`src/rtl/serializer_if.sv`:
```
// ---------------------------------------------------------------------------
// serializer_if
//   Handshake and serial-output bundle for the serializer.
//   Parameter Wdata : parallel word width in bits.
//   Signals:
//     IN        parallel word from the source
//     IN_VALID  IN holds a word to transfer
//     IN_READY  serializer can accept a word this cycle
//     OUT       serial data bit
//     OUT_VALID OUT carries a valid bit
//     OUT_FIRST current bit is the first bit of its word
//     OUT_LAST  current bit is the last bit of its word
//   Modports: master = word source / bit sink, slave = serializer.
// ---------------------------------------------------------------------------
interface serializer_if #(
   parameter int Wdata = 8
);
   logic [Wdata-1:0] IN;
   logic             IN_VALID;
   logic             IN_READY;
   logic             OUT;
   logic             OUT_VALID;
   logic             OUT_FIRST;
   logic             OUT_LAST;

   modport master (
      output IN, IN_VALID,
      input  IN_READY, OUT, OUT_VALID, OUT_FIRST, OUT_LAST
   );

   modport slave (
      input  IN, IN_VALID,
      output IN_READY, OUT, OUT_VALID, OUT_FIRST, OUT_LAST
   );
endinterface

```
`src/rtl/serializer.sv`:
```
// ---------------------------------------------------------------------------
// serializer
//   Parallel-to-serial converter. Words arrive on a valid/ready handshake and
//   leave one bit per clock with first/last-of-word strobes. A one-word
//   holding buffer lets the next word wait while the current one shifts, so
//   a continuously valid source produces a gapless bit stream.
//   Parameters:
//     Wdata    word width in bits (>= 1)
//     Msbfirst 0: bit 0 leaves first, 1: bit Wdata-1 leaves first
//   Ports:
//     CLK  clock, rising edge
//     RST  asynchronous active-high reset
//     bus  serializer_if.slave (IN/IN_VALID/IN_READY, OUT/OUT_VALID/
//          OUT_FIRST/OUT_LAST)
// ---------------------------------------------------------------------------
module serializer #(
   parameter int Wdata    = 8,
   parameter bit Msbfirst = 1'b0
) (
   input  logic         CLK,
   input  logic         RST,
   serializer_if.slave  bus
);

   localparam int             CW       = (Wdata > 1) ? $clog2(Wdata) : 1;
   localparam int             OUT_IDX  = Msbfirst ? Wdata - 1 : 0;
   localparam logic [CW-1:0]  CNT_LAST = CW'(Wdata - 1);
   localparam logic           ONE_BIT  = (Wdata == 1);

   typedef enum logic {
      IDLE,
      SHIFT
   } state_t;

   state_t           state;
   logic [Wdata-1:0] sr;
   logic [Wdata-1:0] sr_shift;
   logic [CW-1:0]    cnt;
   logic [CW-1:0]    cnt_inc;
   logic [Wdata-1:0] hb;
   logic             hb_full;

   logic             out_bit;
   logic             out_valid;
   logic             out_first;
   logic             out_last;

   logic             free;
   logic             transfer;

   // Shift toward the output end; a one-bit word never shifts.
   generate
      if (Wdata == 1) begin : g_one
         assign sr_shift = sr;
      end else if (Msbfirst) begin : g_msb
         assign sr_shift = {sr[Wdata-2:0], 1'b0};
      end else begin : g_lsb
         assign sr_shift = {1'b0, sr[Wdata-1:1]};
      end
   endgenerate

   assign cnt_inc  = cnt + 1'b1;

   // The shifter can take a new word when idle or while its last bit is out.
   assign free     = (state == IDLE) || (cnt == CNT_LAST);

   // NOTE: ready is gated by RST combinationally so it drops the moment reset
   // asserts; it never looks at IN_VALID, which avoids a valid/ready loop.
   assign bus.IN_READY = !RST && !hb_full;
   assign transfer     = bus.IN_VALID && bus.IN_READY;

   // Single state machine; outputs are registered alongside the state so
   // they reflect the bit loaded or shifted at the same edge.
   // NOTE: every register here uses <= so all updates see pre-edge values.
   always_ff @(posedge CLK or posedge RST) begin
      if (RST) begin
         state     <= IDLE;
         sr        <= '0;
         cnt       <= '0;
         hb        <= '0;
         hb_full   <= 1'b0;
         out_bit   <= 1'b0;
         out_valid <= 1'b0;
         out_first <= 1'b0;
         out_last  <= 1'b0;
      end else if (free && hb_full) begin
         // Buffered word has priority; IN_READY was low so no transfer now.
         state     <= SHIFT;
         sr        <= hb;
         cnt       <= '0;
         hb_full   <= 1'b0;
         out_bit   <= hb[OUT_IDX];
         out_valid <= 1'b1;
         out_first <= 1'b1;
         out_last  <= ONE_BIT;
      end else if (free && transfer) begin
         // Bypass: the incoming word goes straight into the shifter.
         state     <= SHIFT;
         sr        <= bus.IN;
         cnt       <= '0;
         out_bit   <= bus.IN[OUT_IDX];
         out_valid <= 1'b1;
         out_first <= 1'b1;
         out_last  <= ONE_BIT;
      end else if (free) begin
         state     <= IDLE;
         out_bit   <= 1'b0;
         out_valid <= 1'b0;
         out_first <= 1'b0;
         out_last  <= 1'b0;
      end else begin
         cnt       <= cnt_inc;
         sr        <= sr_shift;
         out_bit   <= sr_shift[OUT_IDX];
         out_valid <= 1'b1;
         out_first <= 1'b0;
         out_last  <= (cnt_inc == CNT_LAST);
         if (transfer) begin
            hb      <= bus.IN;
            hb_full <= 1'b1;
         end
      end
   end

   assign bus.OUT       = out_bit;
   assign bus.OUT_VALID = out_valid;
   assign bus.OUT_FIRST = out_first;
   assign bus.OUT_LAST  = out_last;

endmodule

```
`src/flat_wrapper.sv`:
```
// flat-port wrapper written by rule: the top's interface ports become plain ports
module serializer_flat 
#(
   parameter int Wdata    = 8,
   parameter bit Msbfirst = 1'b0
)
  (CLK, RST, bus_IN, bus_IN_VALID, bus_IN_READY, bus_OUT, bus_OUT_VALID, bus_OUT_FIRST, bus_OUT_LAST);
  serializer_if #(.Wdata(Wdata)) bus_i ();
  input  logic CLK;
  input  logic RST;
  input wire logic [$bits(bus_i.IN)-1:0] bus_IN;
  input wire logic [$bits(bus_i.IN_VALID)-1:0] bus_IN_VALID;
  output wire logic [$bits(bus_i.IN_READY)-1:0] bus_IN_READY;
  output wire logic [$bits(bus_i.OUT)-1:0] bus_OUT;
  output wire logic [$bits(bus_i.OUT_VALID)-1:0] bus_OUT_VALID;
  output wire logic [$bits(bus_i.OUT_FIRST)-1:0] bus_OUT_FIRST;
  output wire logic [$bits(bus_i.OUT_LAST)-1:0] bus_OUT_LAST;
  assign bus_i.IN = bus_IN;
  assign bus_i.IN_VALID = bus_IN_VALID;
  assign bus_IN_READY = bus_i.IN_READY;
  assign bus_OUT = bus_i.OUT;
  assign bus_OUT_VALID = bus_i.OUT_VALID;
  assign bus_OUT_FIRST = bus_i.OUT_FIRST;
  assign bus_OUT_LAST = bus_i.OUT_LAST;
  serializer #(.Wdata(Wdata), .Msbfirst(Msbfirst)) u_core (.CLK(CLK), .RST(RST), .bus(bus_i));
endmodule
```
`config.mk`:
```
export PLATFORM = sky130hd
export DESIGN_NAME = serializer_flat
export DESIGN_NICKNAME = d
export VERILOG_FILES = /design/src/rtl/serializer_if.sv /design/src/rtl/serializer.sv /design/src/flat_wrapper.sv
export SDC_FILE = /design/constraint.sdc
export NUM_CORES = 1
export LEC_CHECK = 0
export ABC_CLOCK_PERIOD_IN_PS = 2390
export BUFFER_PORTS_ARGS = -buffer_cell sky130_fd_sc_hd__buf_2
export CAP_MARGIN = 20
export CORE_MARGIN = 1.5
export CORE_UTILIZATION = 45
export DETAILED_ROUTE_END_ITERATION = 8
export GPL_TIMING_DRIVEN = 0
export HOLD_SLACK_MARGIN = 0.12
export PLACE_DENSITY = 0.65
export REMOVE_ABC_BUFFERS = 1
export SYNTH_ARGS = -nofsm -noshare
export SYNTH_HDL_FRONTEND = slang
export SYNTH_SLANG_ARGS = --single-unit
```
`constraint.sdc`:
```
create_clock -name CLK -period 2.39 [get_ports CLK]
set_clock_uncertainty 0.1 [all_clocks]
set_input_delay 0.1195 -clock CLK [delete_from_list [all_inputs] [get_ports CLK]]
set_output_delay 0.1195 -clock CLK [all_outputs]
set_load 0.05 [all_outputs]
```
# --- Word-level counts from Yosys, hierarchy flattened ---
# Cells that the tools add are included.
totals:
  ff_bits: 25
  latch_bits: 0
  ramBits: 0
  romBits: 0
  memories: 0
classes:
  add_sub_neg: 1
  n_mul: 0
  n_div: 0
  order_cmp: 0
  n_eq_ne: 5
  shift: 0
  n_mux: 24
  bitwise_logic: 4
  reduce_logical: 11
op_table:
  columns: ["cell", "n"]
  rows:
  - ["two-way mux 8 bit", 3]
  - ["two-way mux 1 bit", 18]
  - ["two-way mux 3 bit", 3]
  - ["== test 3 bit (second input constant)", 2]
  - ["logical AND 1 bit", 4]
  - ["inverter 1 bit", 4]
  - ["AND reduction 4 bit", 1]
  - ["adder 3 x 1 -> 3 bit (second input constant)", 1]
  - ["!= test 3 bit (second input constant)", 1]
  - ["AND reduction 3 bit", 1]
  - ["nonzero test 3 bit", 1]
  - ["logical NOT 1 bit", 2]
  - ["!= test 2 x 1 -> 1 bit (second input constant)", 1]
  - ["!= test 2 bit (second input constant)", 1]
  - ["nonzero test 2 bit", 1]
  - ["logical OR 1 bit", 1]

# --- Depth between registers and ports, before layout ---
# Gate-level depths: netlist of run 1.
logic_depth:
  depth_word: 7
  depth_mapped: 7

# --- Worst setup path after synthesis of run 1 ---
# OpenSTA, ideal clock, no wires.
synth_path:
  kind: "register -> register"
  startpoint: "register u_core.cnt[0]"
  endpoint: "register u_core.hb[0]"
  setup_ns: 0.125
  arrival_time_ns: 1.391
  required_time_ns: 2.165
  setup_slack_ns: 0.774
  path_stages_with_launch: 7
  n_path_buf: 1
  synth_period_minus_slack_ns: 1.616
  path_cell_list: "dfrtp_1 ha_1 ha_1 nor2b_1 buf_2 nand2_4 mux2_2"
synth_between:
  elab_chain_len: 5
  word_cells_on_any_way: 8
synth_lines:
  columns: ["element", "line", "text"]
  rows:
  - ["start, declared", "serializer.sv:38", "logic [CW-1:0] cnt;"]
  - ["start signal, assigned", "serializer.sv:112", "cnt <= cnt_inc;"]
  - ["== test 3 bit (*)", "serializer.sv:65", "assign free = (state == IDLE) || (cnt == CNT_LAST);"]
  - ["logical OR 1 bit (*)", "serializer.sv:65", null]
  - ["logical AND 1 bit (on tied branches)", "serializer.sv:86, serializer.sv:96", null]
  - ["inverter 1 bit (no line)", null, null]
  - ["AND reduction 4 bit (no line) (*)", null, null]
  - ["end signal, assigned", "serializer.sv:119", "hb <= bus.IN;"]
  - ["end, declared", "serializer.sv:40", "logic [Wdata-1:0] hb;"]
# Every way passes the cells marked *; elsewhere a longest branch is shown, timed or not.
# A chain may end at the register's enable or synchronous reset.

# --- Worst setup path after layout of run 1 ---
# Same ends and word-level chain as after synthesis.

==> metrics.yaml, run 1 <==
synthesis:
  netlist_area_sq_um: 1150
  yosys-top-cells-area: "dfrtp_1, mux2_2, mux2i_1"
  ys_types: 25
  postSynthCellCount: 102
  yosys_warnings: 0
  syn_area_per_cell_sq_um: 11.2
  yosysSeqAreaShare_pct: 52.3
  yosysTopAreaCell: "dfrtp_1"
  yosysTopAreaCellShare_pct: 52.3
  synth_seq_cells: 24
sta:
  worst_pin_slew_ns: 0.907
  finalCriticalPeriod_ns: 2.18
  final-hold-violation-count: 0
  slew_headroom_pct: 39.5
  fmax_mhz: 459
  fin_crit_sh_pct: 91.1
  final.setup.tns_ns: 0
  slew_violations: 0
  finalSetupViolations: 0
  rsz0062_at_grt: "false"
global_routing:
  antenna_found_initial: 0
  overflow: 0
  grt_pass1_vias: 820
  grt_pass1_wl_microns: 3480
  grt_usage_pct: 17.5
  grt_max_degree: 25
critical_path:
  cp_top_family: "simple AND/OR/NAND/NOR gates"
  r2r-start: "u_core.cnt[0]"
  cpMostUsedCell: "ha_1"
  reg2reg_depth: 5
  reg2reg_slack_ns: 0.21
  crit_path_end_kind: "flop"
  critPathMaxStageDelay_ns: 0.59
  path_max_fanout: 9
  cp-start-kind: "flop"
  required_ns: 2.50
  path_cells: "ha_1 -> ha_1 -> nor2b_1 -> nand2_4 -> mux2_2"
  r2r_end: "u_core.hb[0]"
  slowest_stage: "nor2b_1"
  cp.arrival_ns: 2.29
  critPathBufInv: 0
  critPathKind: "flop to flop"
placement:
  place_area_sq_um: 1230
  port_buffers: 15
  finalWeightedCongestion: 0.806
  dpl.hpwl_microns: 1390
drt:
  drc_errors: 0
  vias_per_cell: 5.27
  vias: 812
  postRouteAntennaNets: 0
  firstDrtPassIters: 3
  drtIter0Drc: 14
  wl_per_cell_microns: 14.0
  totalWireLength_microns: 2150
floorplanning:
  dieHeight_microns: 53.5
  core_sq_um: 2450
  io_pins: 16
  start_util_pct: 46.7
  die_area_sq_um: 2860
  die_w_microns: 53.5
  rows: 18
outcome:
  outcome: "finished, final reports clean"
hold_path:
  worstHoldStart: "bus_IN_VALID"
  hold_end: "u_core.sr[7]"
  hold_depth: 4
  hold_class: "primary input to flop"
finish:
  diodes: 0
  layout-drive-gt1-share_pct: 23.4
  fillers: 220
  post-route-util_pct: 55.8
  final_area_sq_um: 1370
  syn_to_final_growth_pct: 19.4
  nNetsFinal: 139
pwr:
  leakagePower_nw: 0.633
  p_total_mw: 1.61
  power_density_nw_per_um2: 1170
  vdd_drop_max_v: 0.000724
clocking:
  cts_buffer_depth: 2
  cts_buffers: 3
  cts_tree: "done"
  clkTransAtPathRegs_ns: 0.14
  htreeDepth: 1
  clkLatencyLatePin_ns: 0.32
  post_cts_buffers: 0
  clock_sinks: 24
  cts-root-buf: "clkbuf_4"
job:
  cap_viol_max_count: 0
-- kinds of logic (layout without fill, tap and decap cells) --
logic type	after synthesis	in the layout	share of synthesized area [%]
buf+inv	12	34	4.80
compound gates	18	18	10.6
simple gates	30	30	15.1
flops	24	24	52.3
fa+ha+maj	3	3	3.27
mux	15	15	14.0
-- per-stage QoR --
step	setup WS (ns)	hold WS (ns)	instances
floorplan	0.568	0.0341	96
global placement	0.262	0.268	141
detailed placement	0.210	0.275	141
CTS	0.160	0.181	154
global route	0.0359	0.234	154
finish	0.212	0.199	154
-- state kept, by name, indices dropped and copies added, names as in the netlist --
register              flops
u_core.sr                 7
u_core.hb                 8
u_core.bus.OUT_VALID      1
u_core.cnt                3
u_core.bus.OUT_FIRST      1
u_core.state              1
u_core.bus.OUT_LAST       1
u_core.bus.OUT            1
u_core.hb_full            1
-- metal layers --
metal	up-vias	track usage (%)	share of wire [%]
li1	406	-	-
met1	396	20.4	48
met2	8	31.5	49
met3	2	2.54	1.9
met4	0	7.69	0.70
met5	-	0	0
-- Yosys cell counts --
cell type,count
mux2i_1,7
dfrtp_1,24
o32ai_1,2
nand3_1,2
or3b_1,1
nor2_1,5
nor3b_4,1
nor3_1,4
nand2_4,1
buf_2,5
nor2b_1,2
inv_1,6
o22ai_1,2
and3_1,1
ha_1,3
o221ai_1,1
a31oi_1,5
mux2_2,8
or2b_1,2
buf_4,1
nand2b_1,3
and2_1,1
o21ai_0,5
a221oi_1,3
nand2_1,7
-- cell type report --
| type | count | area [sq um] | area share (%) |
|---|---|---|---|
| Timing Repair Buffer | 24 | 165 | 12.1 |
| Inverter | 6 | 22.5 | 1.64 |
| Tap cell | 30 | 37.5 | 2.74 |
| Multi-Input combinational cell | 66 | 492 | 35.9 |
| Sequential cell | 24 | 601 | 43.8 |
| Clock buffer | 3 | 22.5 | 1.64 |
| Clock inverter | 1 | 30.0 | 2.19 |
-- worst max path at each step --
stage | start | cells past startpoint | slack [ns] | end
floorplan | u_core.cnt[0] | 5 | 0.57 | u_core.hb[0]
global placement | u_core.cnt[0] | 5 | 0.26 | u_core.hb[7]
detailed placement | u_core.cnt[0] | 5 | 0.21 | u_core.hb[2]
CTS | u_core.cnt[0] | 5 | 0.16 | u_core.hb[5]
global route | u_core.cnt[0] | 5 | 0.04 | u_core.hb[6]
finish | u_core.cnt[0] | 5 | 0.21 | u_core.hb[0]
-- cell usage in the layout (no fill, tap or decap) --
cell type | Yosys | layout
dlygate4sd3_1 | 0 | 9
and3_1 | 1 | 1
nor3b_4 | 1 | 1
nor2b_1 | 2 | 2
dfrtp_1 | 24 | 24
or3b_1 | 1 | 1
clkbuf_4 | 0 | 3
inv_1 | 6 | 6
a31oi_1 | 5 | 5
buf_2 | 5 | 15
mux2i_1 | 7 | 7
and2_1 | 1 | 1
nand2b_1 | 3 | 3
nor3_1 | 4 | 4
bufinv_16 | 0 | 1
o32ai_1 | 2 | 2
nand2_4 | 1 | 1
o221ai_1 | 1 | 1
nand3_1 | 2 | 2
mux2_2 | 8 | 8
o21ai_0 | 5 | 5
nor2_1 | 5 | 5
a221oi_1 | 3 | 3
or2b_1 | 2 | 2
o22ai_1 | 2 | 2
ha_1 | 3 | 3
nand2_1 | 7 | 7
-- report_power, final --
group | switching [mW] | internal, mW | leakage [nW] | total (mW)
sequential | 0.119 | 0.576 | 0.293 | 0.695
clock | 0.125 | 0.170 | 0.0279 | 0.294
combinational | 0.354 | 0.263 | 0.312 | 0.617
-- worst min-delay path: cells and delay by family --
| kind | cells | cell delay, ns |
|---|---|---|
| AND/OR/NAND/NOR | 2 | 0.29 |
| buffers and inverters | 1 | 0.11 |
| AO/OA/AOI/OAI | 1 | 0.07 |
-- repair_timing --
item                                   in CTS  in global routing
endpoints found under the hold margin      40                  0
gates resized for setup                     0                  0
hold buffers                                9                  0
No activity file was read; power rests on OpenSTA's default activity.
==> run 2: changes to the inputs <==
CORE_MARGIN = not set   (was 1.5)
CTS_CLUSTER_SIZE = 14   (was not set)
==> run 2 against run 1 <==
  * Sequential power about the same
  * Sequential cell count unchanged
  * Sequential share of layout area rose by 0.61 points
  * Clock-buffer cell count grew 1
  * Register-to-register slack is essentially flat
  * Hold slack better by 0.019 ns
  * Power down 5.2%
  * Via count rose by 4.3%
  * Critical path type unchanged
  * Largest cell class unchanged
  * Highest routed layer unchanged
==> metrics.yaml, run 2 (synthesis gave the netlist of run 1 again) <==
drt:
  postRouteAntennaNets: 0  # unchanged
  firstDrtPassIters: 4  # +1
  drtIter0Drc: 12  # -2
  wl_per_cell_microns: 14.5  # +4.0%
  drc_errors: 0  # unchanged
  totalWireLength_microns: 2210  # +2.7%
  vias: 847  # +4.3%
  vias_per_cell: 5.57  # +5.7%
global_routing:
  grt_usage_pct: 19.7  # +2.2 points
  grt_pass1_wl_microns: 3900  # +12%
  grt_pass1_vias: 879  # +7.2%
  grt_max_degree: 25  # unchanged
  overflow: 0  # unchanged
  antenna_found_initial: 0  # unchanged
finish:
  mostFrequentLayoutCells: "dfrtp_1, buf_2, dlygate4sd3_1"
  top_regs: "u_core.hb x8, u_core.sr x7, u_core.cnt x3"
  fillers: 212  # -3.6%
  top_register: "u_core.hb"
  syn_to_final_growth_pct: 17.8
  largest_reg_flops: 8  # unchanged
  nNetsFinal: 139  # unchanged
  final_common_cell: "dfrtp_1"
  diodes: 0  # unchanged
  final_area_sq_um: 1350  # -1.4%
  layout-drive-gt1-share_pct: 23.4  # unchanged
critical_path:
  reg2reg_slack_ns: 0.22  # about the same
  cp.arrival_ns: 2.28  # about the same
  r2r-start: "u_core.cnt[0]"
  crit_path_end_kind: "flop"
  cp-start-kind: "flop"
  required_ns: 2.50  # about the same
  r2r_end: "u_core.hb[7]"
  reg2reg_depth: 5  # unchanged
  critPathKind: "flop to flop"
  path_max_fanout: 9  # unchanged
floorplanning:
  rows: 17  # -1
  io_pins: 16  # unchanged
  die_area_sq_um: 2760  # -3.7%
  core_sq_um: 2300  # -6.4%
  dieHeight_microns: 52.5  # -1.9%
  die_w_microns: 52.5  # -1.9%
  start_util_pct: 49.9  # +3.2 points
clocking:
  post_cts_buffers: 0  # unchanged
  postCtsResizedCells: 0  # unchanged
  htreeDepth: 1  # unchanged
  cts_buffer_depth: 2  # unchanged
  clkTransAtPathRegs_ns: 0.12  # -0.02 ns
  postCtsHoldBufs: 9  # unchanged
  cts-root-buf: "clkbuf_4"
  cts_buffers: 3  # unchanged
  clock_sinks: 24  # unchanged
  clkLatencyLatePin_ns: 0.31  # about the same
  cts_tree: "done"
placement:
  port_buffers: 15  # unchanged
  place_area_sq_um: 1220  # -0.20%
  finalWeightedCongestion: 0.776  # -3.8%
  dpl.hpwl_microns: 1410  # +1.7%
sta:
  final.setup.tns_ns: 0  # unchanged
  fmax_mhz: 461  # +0.39%
  worst_pin_slew_ns: 0.907  # +0.000608 ns
  final-hold-violation-count: 0  # unchanged
  finalSetupViolations: 0  # unchanged
  fin_crit_sh_pct: 90.8  # -0.35 points
  rsz0062_at_grt: "false"
  finalCriticalPeriod_ns: 2.17  # -0.00848 ns
  slew_violations: 0  # unchanged
  slew_headroom_pct: 39.5  # -0.041 points
job:
  cap_viol_max_count: 0  # unchanged
hold_path:
  worstHoldStart: "bus_IN_VALID"
  hold_depth: 4  # unchanged
  hold_end: "u_core.sr[7]"
  hold_class: "primary input to flop"
outcome:
  outcome: "finished, final reports clean"
pwr:
  vdd_drop_max_v: 0.000892  # +23%
  leakagePower_nw: 0.626  # -1.1%
  power_density_nw_per_um2: 1130  # -3.8%
==> run 2: through the flow <==
stage / hold WS (ns) / power (mW) / std cells / utilization (%) / worst slack [ns]
4_1_cts: 0.196 / 1.54 / 152 / 58.8 / 0.201
6_report: 0.218 / 1.52 / 152 / 58.8 / 0.221
3_3_place_gp: 0.270 / 1.28 / 139 / 53.3 / 0.280
2_1_floorplan: 0.0341 / 1.16 / 96 / - / 0.568
3_5_place_dp: 0.277 / 1.32 / 139 / 53.3 / 0.240
5_1_grt: 0.240 / 1.66 / 152 / 58.8 / 0.0785
==> run 2: final cells by class <==
cell class | instances | area (sq um) | area share (%)
multi-input combinational | 66 | 492 | 36.4
inverter | 6 | 22.5 | 1.67
sequential | 24 | 601 | 44.4
timing repair buffer | 24 | 165 | 12.2
tap | 28 | 35.0 | 2.59
clock buffer | 4 | 36.3 | 2.69
==> run 2: layer usage <==
metal  vias up  track usage (%)  part of all wire (%)
li1        407                -                     -
met1       417             23.2                    45
met2        21             34.0                    49
met3         2             7.83                   5.1
met4         0             3.51                  0.54
met5         -                0                     0
==> run 2: how the worst max path moves through the flow <==
stage,start,depth (start not counted),slack [ns],to
CTS,u_core.cnt[0],5,0.20,u_core.hb[7]
floorplan,u_core.cnt[0],5,0.57,u_core.hb[0]
global placement,u_core.cnt[0],5,0.28,u_core.hb[6]
finish,u_core.cnt[0],5,0.22,u_core.hb[7]
global route,u_core.cnt[0],5,0.08,u_core.hb[4]
detailed placement,u_core.cnt[0],5,0.24,u_core.hb[0]
==> run 2: report_power, final <==
part | leakage, nW | switching [mW] | internal (mW) | total [mW]
Clock | 0.0210 | 0.116 | 0.0931 | 0.209
Sequential | 0.293 | 0.122 | 0.576 | 0.698
Combinational | 0.312 | 0.355 | 0.261 | 0.616
Total | 0.626 | 0.593 | 0.931 | 1.52
==> run 2: critical path: stages (launching register included) <==
cell and delay, ns:
dfrtp_1 0.43, ha_1 0.21, ha_1 0.19, nor2b_1 0.59, nand2_4 0.21, mux2_2 0.34
==> run 3: changes to the inputs <==
CORE_UTILIZATION = 35   (was 45)
PLACE_DENSITY = not set   (was 0.65)
RECOVER_POWER = 100   (was not set)
==> run 3 against run 2 <==
  * Non-clock buffer count did not move
  * Sequential power barely moved
  * Sequential cell count did not move
  * Clock power rose by 39%
  * Via count fell by 0.59%
  * Hold slack improved by 0.0086 ns
  * Critical path type unchanged
==> metrics.yaml, run 3 (synthesis gave the netlist of run 1 again) <==
outcome:
  outcome: "finished, final reports clean"
finish:
  top_register: "u_core.hb"
  multi_input_area_sq_um: 492  # unchanged
  register_area_sq_um: 601  # unchanged
  largest_reg_flops: 8  # unchanged
  top_regs: "u_core.hb x8, u_core.sr x7, u_core.cnt x3"
  mostFrequentLayoutCells: "dfrtp_1, dlygate4sd3_1, buf_2"
  diodes: 0  # unchanged
  fillers: 305  # +44%
  final_common_cell: "dfrtp_1"
  layout-drive-gt1-share_pct: 18.5  # -4.8 points
  syn_to_final_growth_pct: 20.3
  nNetsFinal: 139  # unchanged
floorplanning:
  die_area_sq_um: 3510  # +27%
  dieHeight_microns: 59.3  # +13%
  io_pins: 16  # unchanged
  rows: 20  # +3
  die_w_microns: 59.3  # +13%
  core_sq_um: 3080  # +34%
  start_util_pct: 37.3  # -13 points
drt:
  firstDrtPassIters: 4  # unchanged
  drtIter0Drc: 43  # +31
  postRouteAntennaNets: 0  # unchanged
  totalWireLength_microns: 2180  # -1.5%
  drc_errors: 0  # unchanged
  vias: 842  # -0.59%
  wl_per_cell_microns: 13.0  # -11%
  vias_per_cell: 5.01  # -10%
critical_path:
  cp.arrival_ns: 2.26  # -0.02 ns
  critPathBufInv: 0  # unchanged
  crit_path_end_kind: "flop"
  reg2reg_depth: 5  # unchanged
  cp_top_family: "simple AND/OR/NAND/NOR gates"
  cp-start-kind: "flop"
  r2r-start: "u_core.cnt[0]"
  crit_path_start: "u_core.cnt[0]"
  required_ns: 2.50  # about the same
  cpMostUsedCell: "ha_1"
  path_depth: 5  # unchanged
  slowest_stage: "nor2b_1"
  critPathKind: "flop to flop"
  path_max_fanout: 9  # unchanged
  critPathMaxStageDelay_ns: 0.58  # about the same
  path_cells: "ha_1 -> ha_1 -> nor2b_1 -> nand2_4 -> mux2_2"
global_routing:
  grt_max_degree: 25  # unchanged
  grt_usage_pct: 15.0  # -4.7 points
  antenna_found_initial: 0  # unchanged
  overflow: 0  # unchanged
  grt_pass1_vias: 852  # -3.1%
  grt_pass1_wl_microns: 3840  # -1.6%
sta:
  final-hold-violation-count: 0  # unchanged
  setup_slack_ns: 0.236  # +0.0146 ns
  fin_crit_sh_pct: 90.1  # -0.61 points
  rsz0062_at_grt: "false"
  fmax_mhz: 464  # +0.68%
  whs_ns: 0.227  # +0.00861 ns
  finalCriticalPeriod_ns: 2.15  # -0.0146 ns
  slew_headroom_pct: 40.7  # +1.3 points
  worst_pin_slew_ns: 0.888  # -0.0188 ns
  slew_violations: 0  # unchanged
  final.setup.tns_ns: 0  # unchanged
  finalSetupViolations: 0  # unchanged
clocking:
  clock_sinks: 24  # unchanged
  cts_tree: "done"
  clkLatencyLatePin_ns: 0.32  # about the same
  htreeDepth: 1  # unchanged
  cts_buffers: 3  # unchanged
  cts-root-buf: "clkbuf_4"
  clkTransAtPathRegs_ns: 0.14  # +0.02 ns
  cts_buffer_depth: 2  # unchanged
  postCtsResizedCells: 0  # unchanged
placement:
  finalWeightedCongestion: 0.820  # +5.7%
  dpl.hpwl_microns: 1460  # +3.1%
  dp_slack_ns: 0.249  # +0.00878 ns
  port_buffers: 15  # unchanged
hold_path:
  hold_depth: 4  # unchanged
  worstHoldStart: "bus_IN_VALID"
  hold_class: "primary input to flop"
pwr:
  sw_frac_of_total_pct: 37.3  # -1.6 points
  p_clk_share_pct: 18.3  # +4.6 points
  pwr-share-comb_pct: 38.1  # -2.3 points
  p_seq_share_pct: 43.7  # -2.1 points
  leakagePower_nw: 0.613  # -2.0%
  p_sw_uw: 596  # +0.40%
  p_int_uw: 1000  # +7.4%
  power_density_nw_per_um2: 1160  # +2.5%
  vdd_drop_max_v: 0.000782  # -12%
job:
  cap_viol_max_count: 0  # unchanged
## run 3: changes by cell type in the layout (fill, tap and decap cells not counted)
cell,previous run,this run
bufinv_16,0,1
clkbuf_1,0,6
clkbuf_8,1,0
buf_2,15,9
## run 3: metrics by stage
step | instances | power (mW) | area (sq um) | util, %
after detailed placement | 155 | 1.32 | 1240 | 40.4
after CTS | 168 | 1.62 | 1390 | 45.1
after global placement | 155 | 1.29 | 1240 | 40.4
after global routing | 168 | 1.73 | 1380 | 44.8
final | 168 | 1.60 | 1380 | 44.8
after floorplan | 96 | 1.16 | 1110 | -
## run 3: worst paths after layout
| kind | slack, ns | end |
|---|---|---|
| setup / recovery | 0.24 | u_core.hb[3] |
| hold / removal | 0.23 | u_core.sr[7] |
| setup reg to reg | 0.24 | u_core.hb[3] |
| hold reg to reg | 0.42 | u_core.cnt[0] |
| max in group asynchronous | 1.11 | u_core.sr[3] |
| min in group asynchronous | 0.53 | u_core.hb[1] |
## run 3: final cells by class
type / instances / area share, %
Multi-Input combinational cell: 66 / 35.6
Clock inverter: 1 / 2.18
Tap cell: 44 / 3.99
Sequential cell: 24 / 43.5
Inverter: 6 / 1.63
Clock buffer: 3 / 1.63
Timing Repair Buffer: 24 / 11.4
## run 3: worst register-to-register path: stages (launching register included)
cell and delay, ns:
dfrtp_1 0.43, ha_1 0.21, ha_1 0.19, nor2b_1 0.58, nand2_4 0.21, mux2_2 0.33
## run 3: routing by layer
layer | track usage, % | vias up | wire, microns
met4 | 5.78 | 0 | 32
met2 | 24.7 | 21 | 1070
met3 | 4.59 | 4 | 91
met1 | 18.2 | 412 | 982
li1 | - | 405 | -
met5 | 0 | - | 0
## run 3: power groups by stage
stage | Clock (mW) | Combinational, mW | Sequential [mW]
detailed placement | 0 | 0.610 | 0.707
CTS | 0.299 | 0.622 | 0.698
global placement | 0 | 0.591 | 0.698
floorplan | 0 | 0.405 | 0.754
global route | 0.318 | 0.688 | 0.720
finish | 0.291 | 0.607 | 0.697
## run 3: timing repair
action,4_1_cts,5_1_grt
setup buffers,0,0
endpoints found under the hold margin,40,0
hold buffers,9,0
